--- src/rtl/piso_if.sv ---
// piso_if: load handshake and serial-side signals of piso_serializer
interface piso_if #(
  parameter int WIDTH = 8
);
  logic             in_valid;
  logic             in_ready;
  logic [WIDTH-1:0] in_data;
  logic             lsb_first;
  logic             ser_out;
  logic             ser_valid;
  logic             busy;
  logic             done;
  modport master (
    output in_valid, in_data, lsb_first,
    input  in_ready, ser_out, ser_valid, busy, done
  );
  modport slave (
    input  in_valid, in_data, lsb_first,
    output in_ready, ser_out, ser_valid, busy, done
  );
endinterface

--- src/rtl/piso_serializer.sv ---
// piso_serializer: handshaked PISO shifter with bit period and bit-order select.
// PISO_SKID_BUF_EN adds a one-word holding register for zero-gap back-to-back frames.
module piso_serializer #(
  parameter int   WIDTH        = 8,
  parameter int   CLKS_PER_BIT = 1,
  parameter logic IDLE_VAL     = 1'b0
) (
  input logic   clk,
  input logic   rst,
  piso_if.slave bus
);
  localparam int BW = $clog2(WIDTH);
  localparam int TW = CLKS_PER_BIT > 1 ? $clog2(CLKS_PER_BIT) : 1;
  typedef enum logic {IDLE, SHIFT} state_t;
  state_t           state, state_nx;
  logic [WIDTH-1:0] sreg, src_data;
  logic             lsb, src_lsb, done_q;
  logic [BW-1:0]    bcnt;
  logic [TW-1:0]    tcnt;
  logic             acc, bit_end, last_tick, load;
  assign acc       = bus.in_valid && bus.in_ready;
  assign bit_end   = tcnt == TW'(CLKS_PER_BIT - 1);
  assign last_tick = state == SHIFT && bit_end && bcnt == BW'(WIDTH - 1);
`ifdef PISO_SKID_BUF_EN
  logic             full, hold_lsb;
  logic [WIDTH-1:0] hold_data;
  // a held word, if any, takes priority over the input at frame end
  assign load     = (state == IDLE && acc) || (last_tick && (full || acc));
  assign src_data = full ? hold_data : bus.in_data;
  assign src_lsb  = full ? hold_lsb : bus.lsb_first;
  always_ff @(posedge clk or posedge rst)
    if (rst) begin
      full      <= 1'b0;
      hold_data <= '0;
      hold_lsb  <= 1'b0;
    end else if (acc && state == SHIFT && !last_tick) begin
      full      <= 1'b1;
      hold_data <= bus.in_data;
      hold_lsb  <= bus.lsb_first;
    end else if (last_tick) begin
      full <= 1'b0;
    end
`else
  assign load     = acc;
  assign src_data = bus.in_data;
  assign src_lsb  = bus.lsb_first;
`endif
  always_ff @(posedge clk or posedge rst)
    if (rst) state <= IDLE;
    else     state <= state_nx;
  always_comb begin
    state_nx      = load ? SHIFT : last_tick ? IDLE : state;
`ifdef PISO_SKID_BUF_EN
    bus.in_ready  = !rst && !full;
`else
    bus.in_ready  = !rst && state == IDLE;
`endif
    bus.ser_valid = state == SHIFT;
    bus.busy      = state == SHIFT;
    bus.ser_out   = state == SHIFT ? (lsb ? sreg[0] : sreg[WIDTH-1]) : IDLE_VAL;
    bus.done      = done_q;
  end
  always_ff @(posedge clk or posedge rst)
    if (rst) begin
      sreg   <= '0;
      lsb    <= 1'b0;
      bcnt   <= '0;
      tcnt   <= '0;
      done_q <= 1'b0;
    end else begin
      done_q <= last_tick;
      if (load) begin
        sreg <= src_data;
        lsb  <= src_lsb;
        bcnt <= '0;
        tcnt <= '0;
      end else if (state == SHIFT) begin
        if (bit_end) begin
          tcnt <= '0;
          bcnt <= last_tick ? '0 : bcnt + BW'(1);
          sreg <= lsb ? sreg >> 1 : sreg << 1;
        end else begin
          tcnt <= tcnt + TW'(1);
        end
      end
    end
endmodule
--- src/flat_wrapper.sv ---
// flat-port wrapper written by rule: the top's interface ports become plain ports
module piso_serializer_flat 
#(
  parameter int   WIDTH        = 8,
  parameter int   CLKS_PER_BIT = 1,
  parameter logic IDLE_VAL     = 1'b0
)
  (clk, rst, bus_in_valid, bus_in_data, bus_lsb_first, bus_in_ready, bus_ser_out, bus_ser_valid, bus_busy, bus_done);
  piso_if #(.WIDTH(WIDTH)) bus_i ();
  input logic clk;
  input logic rst;
  input wire logic [$bits(bus_i.in_valid)-1:0] bus_in_valid;
  input wire logic [$bits(bus_i.in_data)-1:0] bus_in_data;
  input wire logic [$bits(bus_i.lsb_first)-1:0] bus_lsb_first;
  output wire logic [$bits(bus_i.in_ready)-1:0] bus_in_ready;
  output wire logic [$bits(bus_i.ser_out)-1:0] bus_ser_out;
  output wire logic [$bits(bus_i.ser_valid)-1:0] bus_ser_valid;
  output wire logic [$bits(bus_i.busy)-1:0] bus_busy;
  output wire logic [$bits(bus_i.done)-1:0] bus_done;
  assign bus_i.in_valid = bus_in_valid;
  assign bus_i.in_data = bus_in_data;
  assign bus_i.lsb_first = bus_lsb_first;
  assign bus_in_ready = bus_i.in_ready;
  assign bus_ser_out = bus_i.ser_out;
  assign bus_ser_valid = bus_i.ser_valid;
  assign bus_busy = bus_i.busy;
  assign bus_done = bus_i.done;
  piso_serializer #(.WIDTH(WIDTH), .CLKS_PER_BIT(CLKS_PER_BIT), .IDLE_VAL(IDLE_VAL)) u_core (.clk(clk), .rst(rst), .bus(bus_i));
endmodule
--- config.mk ---
export PLATFORM = sky130hd
export DESIGN_NAME = piso_serializer_flat
export DESIGN_NICKNAME = d
export VERILOG_FILES = /design/src/rtl/piso_if.sv /design/src/rtl/piso_serializer.sv /design/src/flat_wrapper.sv
export SDC_FILE = /design/constraint.sdc
export NUM_CORES = 1
export LEC_CHECK = 0
export BUFFER_PORTS_ARGS = -buffer_cell sky130_fd_sc_hd__clkbuf_2
export CAP_MARGIN = 20
export CORE_MARGIN = 2
export CORE_UTILIZATION = 59
export CTS_BUF_LIST = sky130_fd_sc_hd__clkbuf_4
export DETAILED_ROUTE_END_ITERATION = 8
export PLACE_DENSITY_LB_ADDON = 0.3
export SKIP_LAST_GASP = 1
export SLEW_MARGIN = 25
export SYNTH_ARGS = -nofsm -noshare
export SYNTH_HDL_FRONTEND = slang
export SYNTH_SLANG_ARGS = --single-unit
--- constraint.sdc ---
create_clock -name clk -period 2.1 [get_ports clk]
set_input_delay 0.42 -clock clk [delete_from_list [all_inputs] [get_ports clk]]
set_output_delay 0.42 -clock clk [all_outputs]
set_load 0.005 [all_outputs]
# Word level (Yosys, flattened, before mapping)

Index checks and enable logic that the tools add are counted.

Logic and storage cells: 35
Memories: 0
Memory bits (writable): 0
Latch bits: 0
Bits in read-only memories: 0
Input bits: 12
Bits in registers: 15

$mul: 0
Divide/modulo/power cells: 0
Eq/ne operators: 2
Bitwise gates (word level): 2
Add/sub/neg operators: 2
Shift-type cells: 0
Multiplexer cells: 15
Reductions and logical operators: 8
Magnitude comparators: 0

Operator list:

| cell                                                          | count |
|---|---|
| 8-bit 2-to-1 mux                                              | 4 |
| 3-bit 2-to-1 mux                                              | 4 |
| 1-bit 2-to-1 mux                                              | 7 |
| 1-bit logical AND                                             | 4 |
| 2-bit nonzero test                                            | 2 |
| 3-bit by 1-bit adder with 3-bit output, second input constant | 1 |
| 3-bit == test, second input constant                          | 1 |
| 2-bit inequality test, second input constant                  | 1 |
| 1-bit inverter                                                | 2 |
| 2-bit AND reduction                                           | 1 |
| 1-bit adder, second input constant                            | 1 |
| 1-bit logical NOT                                             | 1 |

# Logic depth before layout (Yosys ltp)

Gate-level depths: netlist of the first run.

Depth in word-level cells: 7
Depth in mapped cells: 5
Depth with buffers taken out: 4

# Least setup slack after synthesis of the first run

OpenSTA, ideal clock, no wires.

Kind: register to register
Start point: register u_core.state, in the netlist u_core.bus.busy
End point: register u_core.sreg[0]
Setup slack: 803 ps
Setup time: 137 ps
Arrival: 1160 ps
Path buffers: 2
Period minus slack after synthesis: 1297 ps
Stages on the path, launching flop included: 6
Path through: dfrtp_1 -> buf_6 -> or3b_1 -> buf_6 -> nand2_1 -> o211ai_1

Longest elaborated chain between the ends: 5
Elaborated cells between the ends (all ways): 7
Classes of those cells: eq/ne (1); mux (1); bitwise (1); reduce/logical (4)

RTL lines:

| item                                                                                | RTL line              | source |
|---|---|---|
| start, declared                                                                     | piso_serializer.sv:15 | `state_t state, state_nx;` |
| start signal, assigned                                                              | piso_serializer.sv:50 | `else state <= state_nx;` |
| 1-bit inverter                                                                      | piso_serializer.sv:56 | `bus.in_ready = !rst && state == IDLE;` |
| 1-bit logical AND                                                                   | piso_serializer.sv:56 |  |
| 1-bit logical AND                                                                   | piso_serializer.sv:21 | `assign acc = bus.in_valid && bus.in_ready;` |
| 2-bit inequality test (no source line) / 2-bit nonzero test (equally long branches) | n/a                   |  |
| 2-bit AND reduction (no source line)                                                | n/a                   |  |
| end signal, assigned                                                                | piso_serializer.sv:73 | `sreg <= src_data;` |
| end signal, assigned                                                                | piso_serializer.sv:81 | `sreg <= lsb ? sreg >> 1 : sreg << 1;` |
| end, declared                                                                       | piso_serializer.sv:16 | `logic [WIDTH-1:0] sreg, src_data;` |

Several ways; a longest one is shown, not always the timed one.
A chain may end at the register's enable or synchronous reset.

# Worst setup path after layout of the first run

Start point: register u_core.state, in the netlist u_core.bus.busy
End point: output bus_ser_out

Longest elaborated chain between the ends: 1

RTL lines:

| item             | RTL line              | source |
|---|---|---|
| 1-bit 2-to-1 mux | piso_serializer.sv:60 | `bus.ser_out = state == SHIFT ? (lsb ? sreg[0] : sreg[WIDTH-1]) : IDLE_VAL;` |
| end, declared    | flat_wrapper.sv:16    | `output wire logic [$bits(bus_i.ser_out)-1:0] bus_ser_out;` |

No other way between the ends.

==> results of run 1 <==
[cells by family after synthesis]
kind of cell / Yosys count / share of synthesized area
compound gates: 18 / 0.168
fa+ha+maj: 2 / 0.0323
flops: 14 / 0.452
buf+inv: 9 / 0.0840
simple gates: 26 / 0.173
mux: 7 / 0.0905
[synthesized netlist by cell type]
master    instances  share of area
o211ai_1          1         0.0097
nand3_2           1          0.013
clkbuf_1          1         0.0048
buf_2             1         0.0065
buf_6             3          0.044
inv_1             2         0.0097
nand3_1           1         0.0065
buf_4             2          0.019
nor2_1            8          0.039
and2_1            1         0.0081
nand3b_1          1         0.0097
o211ai_2          1          0.016
or3_1             1         0.0081
mux2i_1           7          0.090
nand2_1          11          0.053
a21o_1            6          0.058
nor3b_4           1          0.024
dfrtp_1          14           0.45
a211oi_1          6          0.058
or3b_1            1          0.011
ha_1              2          0.032
o21ai_0           4          0.026
[where the power goes]
group | switching [mW] | total (mW) | leakage, nW | internal [mW]
Clock | 0.0816 | 0.148 | 0.0138 | 0.0664
Sequential | 0.134 | 0.534 | 0.168 | 0.400
Combinational | 0.273 | 0.567 | 0.261 | 0.294
Total | 0.489 | 1.25 | 0.443 | 0.760
[layer usage]
| layer | up-vias | part of all wire |
|---|---|---|
| met3 | 4 | 0.068 |
| met4 | 0 | 0.010 |
| met5 | - | 0 |
| met2 | 19 | 0.45 |
| li1 | 294 | - |
| met1 | 262 | 0.47 |
[sequential cells by signal (all words and copies together) (netlist names)]
name,count
u_core.bcnt,3
u_core.bus.busy,1
u_core.bus.done,1
u_core.lsb,1
u_core.sreg,8
[stage by stage]
stage / setup WS [ns] / utilization / power, mW / hold slack, ns
global placement: 0.657 / 0.655 / 1.07 / 0.522
finish: 0.376 / 0.673 / 1.25 / 0.214
detailed placement: 0.619 / 0.655 / 1.10 / 0.531
CTS: 0.374 / 0.673 / 1.25 / 0.232
floorplan: 0.803 / - / 0.989 / 0.309
global route: 0.265 / 0.673 / 1.37 / 0.253
[worst max-delay path by stage]
stage,startpoint,endpoint,depth (start not counted),slack (ns)
global route,u_core.bus.busy,bus_ser_out,3,0.26
finish,u_core.bus.busy,bus_ser_out,3,0.38
CTS,u_core.bus.busy,bus_ser_out,3,0.37
floorplan,u_core.bus.busy,u_core.sreg[0],5,0.80
detailed placement,u_core.bus.busy,u_core.sreg[5],3,0.62
global placement,u_core.bus.busy,u_core.sreg[2],3,0.66
[cell usage in the layout (no fill, tap or decap), drive strengths merged]
cell type,n
inv,2
nand2,11
o211ai,2
a211oi,6
nor3b,1
ha,2
nand3b,1
buf,2
or3b,1
dfrtp,14
mux2i,7
or3,1
nand3,2
a21o,6
o21ai,4
and2,1
clkbuf,19
nor2,8
[final cells by class]
type,instances,area (um^2)
inverters,2,7.51
multi-input cells,53,359
repair buffers,18,95.1
clock buffers,3,22.5
well taps,15,18.8
flip-flops and latches,14,350
fillers,111,415
==> qor.yml, run 1 <==
status:
  outcome: "completed"
place:
  placed_cells: 102
  gp_routability_congestion: 0.737
  hpwl_mm: 1.09
  dpl_cell_area_um2: 831
  portBuffers: 16
setup_path:
  path_max_fanout: 13
  start_kind: "flop"
  path_delay_family: "flip-flops"
  cp_slowest_cell: "dfrtp_1"
  rrSetupSlack_ns: 0.59
  r2r_end: "u_core.sreg[5]"
  crit_type: "flop to primary output"
  cp_cell_sequence: "inv_1 > nor2_1 > clkbuf_2"
  reg2reg_depth: 3
  cp.arrival_ns: 1.30
  end_kind: "primary output"
  required_ns: 1.68
  worstPathBufferInverterCount: 2
  regToRegStartpoint: "u_core.bus.busy"
  slowest_delay_ns: 0.61
clocking:
  htree_levels: 1
  clockBufferDepth: 2
  tritoncts: "done"
  post_cts_resized: 0
  postCtsSetupBuffers: 0
  clkTransAtPathRegs_ns: 0.08
  cts_buffers: 3
  holdBufCountCts: 0
  cts-root-buf: "clkbuf_4"
  cts.sinks: 14
  clk_latency_ns: 0.27
die:
  io_pins: 17
  start_util: 0.610
  fp.coreArea_um2: 1270
  die_h_um: 40.2
  row_count: 13
  die_w_um: 40.2
  die_area_um2: 1620
route:
  first_pass_iters: 4
  vias_per_cell: 5.51
  wirelength_mm: 1.46
  drcViolationCount: 0
  vias: 579
  antenna_left: 0
  wl_per_cell_um: 13.9
  drt_iter0_drc: 6
global_routing:
  antenna_found_initial: 0
  grt_start_max_net_pins: 16
  grt.busiest_layer: "met2"
  use_met1: 0.286
  grt_use_met2: 0.339
  globalRouteOverflowTotal: 0
  grt_pass1_vias: 495
  grt_use_total: 0.214
  grt_use_met3: 0.0500
  grt_pass1_wl_mm: 2.24
sta:
  max_freq_ghz: 0.580
  hold_viol_final: 0
  final.setup.tns_ns: 0
  finClkSkew_ns: 0.00188
  tightest_slew_ns: 0.570
  setup_viol: 0
  rsz0062_at_grt: "no"
  drv_slew: 0
  finalWorstPathRequiredPeriod_ns: 1.72
  maxSlewHeadroom: 0.620
  fin_crit_sh: 0.821
yosys:
  yosysWarnings: 0
  synth_cell_types: 22
  synthesis.nets: 90
  ys_ff_latch: 14
  avgSynthCellArea_um2: 10.2
  ys_seq_area_frac: 0.452
  postSynthCellCount: 76
  synth_area_um2: 774
finish:
  nNetsFinal: 106
  fin_cells: 105
  syn_to_final_growth_pct: 10.2
  drive_gt1_frac: 0.267
  antenna_cells: 0
  design_area_um2: 853
power:
  cellLeakagePower_nw: 0.443
  vdd_drop_max_mv: 0.859
  p_per_area_nw_per_um2: 1460
flow_run:
  drv_cap: 0
min_path:
  hp-class: "input pin to async pin"
Note: power is estimated with default switching activity, not from simulation.
==> run 2: changes to the inputs <==
--- a/config.mk
+++ b/config.mk
@@ -8,7 +8,7 @@
 export BUFFER_PORTS_ARGS = -buffer_cell sky130_fd_sc_hd__clkbuf_2
 export CAP_MARGIN = 20
 export CORE_MARGIN = 2
-export CORE_UTILIZATION = 59
+export CORE_UTILIZATION = 54
 export CTS_BUF_LIST = sky130_fd_sc_hd__clkbuf_4
 export DETAILED_ROUTE_END_ITERATION = 8
 export PLACE_DENSITY_LB_ADDON = 0.3
==> constraint.sdc (replaced) <==
create_clock -name clk -period 1.75 [get_ports clk]
set_input_delay 0.35 -clock clk [delete_from_list [all_inputs] [get_ports clk]]
set_output_delay 0.35 -clock clk [all_outputs]
set_load 0.005 [all_outputs]
==> run 2 against run 1 <==
Final cell count is 1.9% higher. Combinational power is 23% higher. Sequential cell count stayed put. Global-route usage is 3.1 points lower. Worst hold slack worse by 0.068 ns. Non-clock buffer count is 1 higher. Critical path type unchanged. Largest cell class unchanged. Largest power group unchanged.
==> qor.yml, run 2 (synthesis results as in run 1) <==
status:
  outcome: "completed"  # unchanged
die:
  die_w_um: 41.9  # was 40.2 um
  die_h_um: 41.9  # was 40.2 um
  die_area_um2: 1750  # was 1620 um^2
  fp.coreArea_um2: 1320  # was 1270 um^2
  io_pins: 17  # unchanged
  start_util: 0.588  # was 0.610
  row_count: 13  # unchanged
sta:
  finClkSkew_ns: 0.00389  # was 0.00188 ns
  fin_crit_sh: 0.907
  rsz0062_at_grt: "no"  # unchanged
  maxSlewHeadroom: 0.631  # was 0.620
  final.setup.tns_ns: 0  # unchanged
  hold_viol_final: 0  # unchanged
  hold-worst-slack_ns: 0.146  # was 0.214 ns
  setup_ws_ns: 0.162  # was 0.376 ns
  setup_viol: 0  # unchanged
  drv_slew: 0  # unchanged
  max_freq_ghz: 0.630
  finalWorstPathRequiredPeriod_ns: 1.59
  tightest_slew_ns: 0.553  # was 0.570 ns
global_routing:
  grt_use_met3: 0.0304  # was 0.0500
  grt_pass1_vias: 550  # was 495
  grt_use_met2: 0.263  # was 0.339
  use_met1: 0.259  # was 0.286
  grt_use_total: 0.183  # was 0.214
  grt.busiest_layer: "met2"  # unchanged
  globalRouteOverflowTotal: 0  # unchanged
  antenna_found_initial: 0  # unchanged
  grt_start_max_net_pins: 23  # was 16
  grt_pass1_wl_mm: 2.46  # was 2.24 mm
setup_path:
  end_kind: "primary output"  # unchanged
  cp.arrival_ns: 1.24  # was 1.30 ns
  crit_type: "flop to primary output"  # unchanged
  start_kind: "flop"  # unchanged
  cp_cell_sequence: "buf_6 > inv_1 > nor2_1 > clkbuf_2"  # was inv_1 > nor2_1 > clkbuf_2
  required_ns: 1.40  # was 1.68 ns
  cp_slowest_cell: "dfrtp_2"  # was dfrtp_1
  path_max_fanout: 22  # was 13
  slowest_delay_ns: 0.44  # was 0.61 ns
finish:
  antenna_cells: 0  # unchanged
  fin_cells: 107  # was 105
  nNetsFinal: 107  # was 106
  drive_gt1_frac: 0.283  # was 0.267
  largest_register_ffs: 8  # unchanged
  syn_to_final_growth_pct: 12.3  # was 10.2%
  top_regs: "u_core.sreg x8, u_core.bcnt x3"  # unchanged
  mostFrequentLayoutCell: "clkbuf_2"  # unchanged
  fillers: 106  # was 111
  final_cell_mix: "clkbuf_2 (16), dfrtp_1 (13), nand2_1 (11)"  # was clkbuf_2 (16), dfrtp_1 (14), nand2_1 (11)
  regMostFlops: "u_core.sreg"  # unchanged
  design_area_um2: 870  # was 853 um^2
power:
  p_per_area_nw_per_um2: 1750  # was 1460 nW/um^2
  cellLeakagePower_nw: 0.451  # was 0.443 nW
  vdd_drop_max_mv: 0.971  # was 0.859 mV
route:
  drt_iter0_drc: 3  # was 6
  wl_per_cell_um: 13.4  # was 13.9 um
  wirelength_mm: 1.44  # was 1.46 mm
  vias: 597  # was 579
  vias_per_cell: 5.58  # was 5.51
  antenna_left: 0  # unchanged
  first_pass_iters: 5  # was 4
  drcViolationCount: 0  # unchanged
flow_run:
  drv_cap: 0  # unchanged
place:
  portBuffers: 16  # unchanged
  gp_routability_congestion: 0.822  # was 0.737
  placed_cells: 103  # was 102
  hpwl_um: 991  # was 1.09 mm
  pre_cts_slack_ns: 0.358  # was 0.619 ns
  dpl_cell_area_um2: 838  # was 831 um^2
clocking:
  tritoncts: "done"  # unchanged
  clkTransAtPathRegs_ns: 0.09  # was 0.08 ns
  clockBufferDepth: 2  # unchanged
  htree_levels: 1  # unchanged
  cts.sinks: 14  # unchanged
  cts_buffers: 3  # unchanged
  cts-root-buf: "clkbuf_4"  # unchanged
  postCtsSetupBuffers: 0  # unchanged
  clk_latency_ns: 0.28  # was 0.27 ns
min_path:
  hp-class: "input pin to async pin"  # unchanged
run 2: cell count changes in the layout (fill, tap and decap cells not counted), sizes merged:
| cell | change |
|---|---|
| clkinv | +1 |
| buf | +1 |
run 2: final timing paths:
path / startpoint / end / slack [ns] / depth (start not counted)
setup / recovery: u_core.bus.busy / bus_ser_out / 0.16 / 4
hold / removal: rst / u_core.sreg[0] / 0.15 / 2
setup reg to reg: u_core.bus.busy / u_core.sreg[1] / 0.38 / 3
hold reg to reg: u_core.bcnt[2] / u_core.bcnt[2] / 0.54 / 2
max in group asynchronous: rst / u_core.bus.busy / 1.21 / 2
min in group clk: bus_lsb_first / u_core.lsb / 0.25 / 3
run 2: timing repair:
| action | in CTS | in global routing |
|---|---|---|
| hold buffers | 0 | 0 |
| gates resized for setup | 0 | 2 |
| endpoints found under the setup margin | 0 | 1 |
run 2: power by group:
| group | internal, mW | total, mW | switching, mW |
|---|---|---|---|
| combinational | 0.364 | 0.697 | 0.333 |
| sequential | 0.482 | 0.636 | 0.154 |
| clock | 0.0827 | 0.188 | 0.105 |
run 2: critical path: cells and delay by family (launching register included):
family	cells	cell delay, ns
DFF	1	0.44
and+or+nand+nor	1	0.11
buffers and inverters	3	0.41
run 2: final cells by class:
cell class	count	area (um^2)	area share
Sequential cell	14	352	0.404
Tap cell	15	18.8	0.0216
Inverter	2	7.51	0.00863
Clock buffer	3	22.5	0.0259
Multi-Input combinational cell	53	359	0.413
Clock inverter	1	3.75	0.00432
Timing Repair Buffer	19	106	0.122
run 2: through the flow:
| stage | total power [mW] | utilization |
|---|---|---|
| 4_1_cts | 1.52 | 0.656 |
| 2_1_floorplan | 1.19 | - |
| 3_5_place_dp | 1.32 | 0.636 |
| 3_3_place_gp | 1.29 | 0.636 |
| 5_1_grt | 1.65 | 0.660 |
| 6_report | 1.52 | 0.660 |
run 2: routing by layer:
layer / up-vias / wire (um)
met4: 0 / 36
met2: 23 / 612
met5: - / 0
met3: 8 / 73
met1: 271 / 713
li1: 295 / -
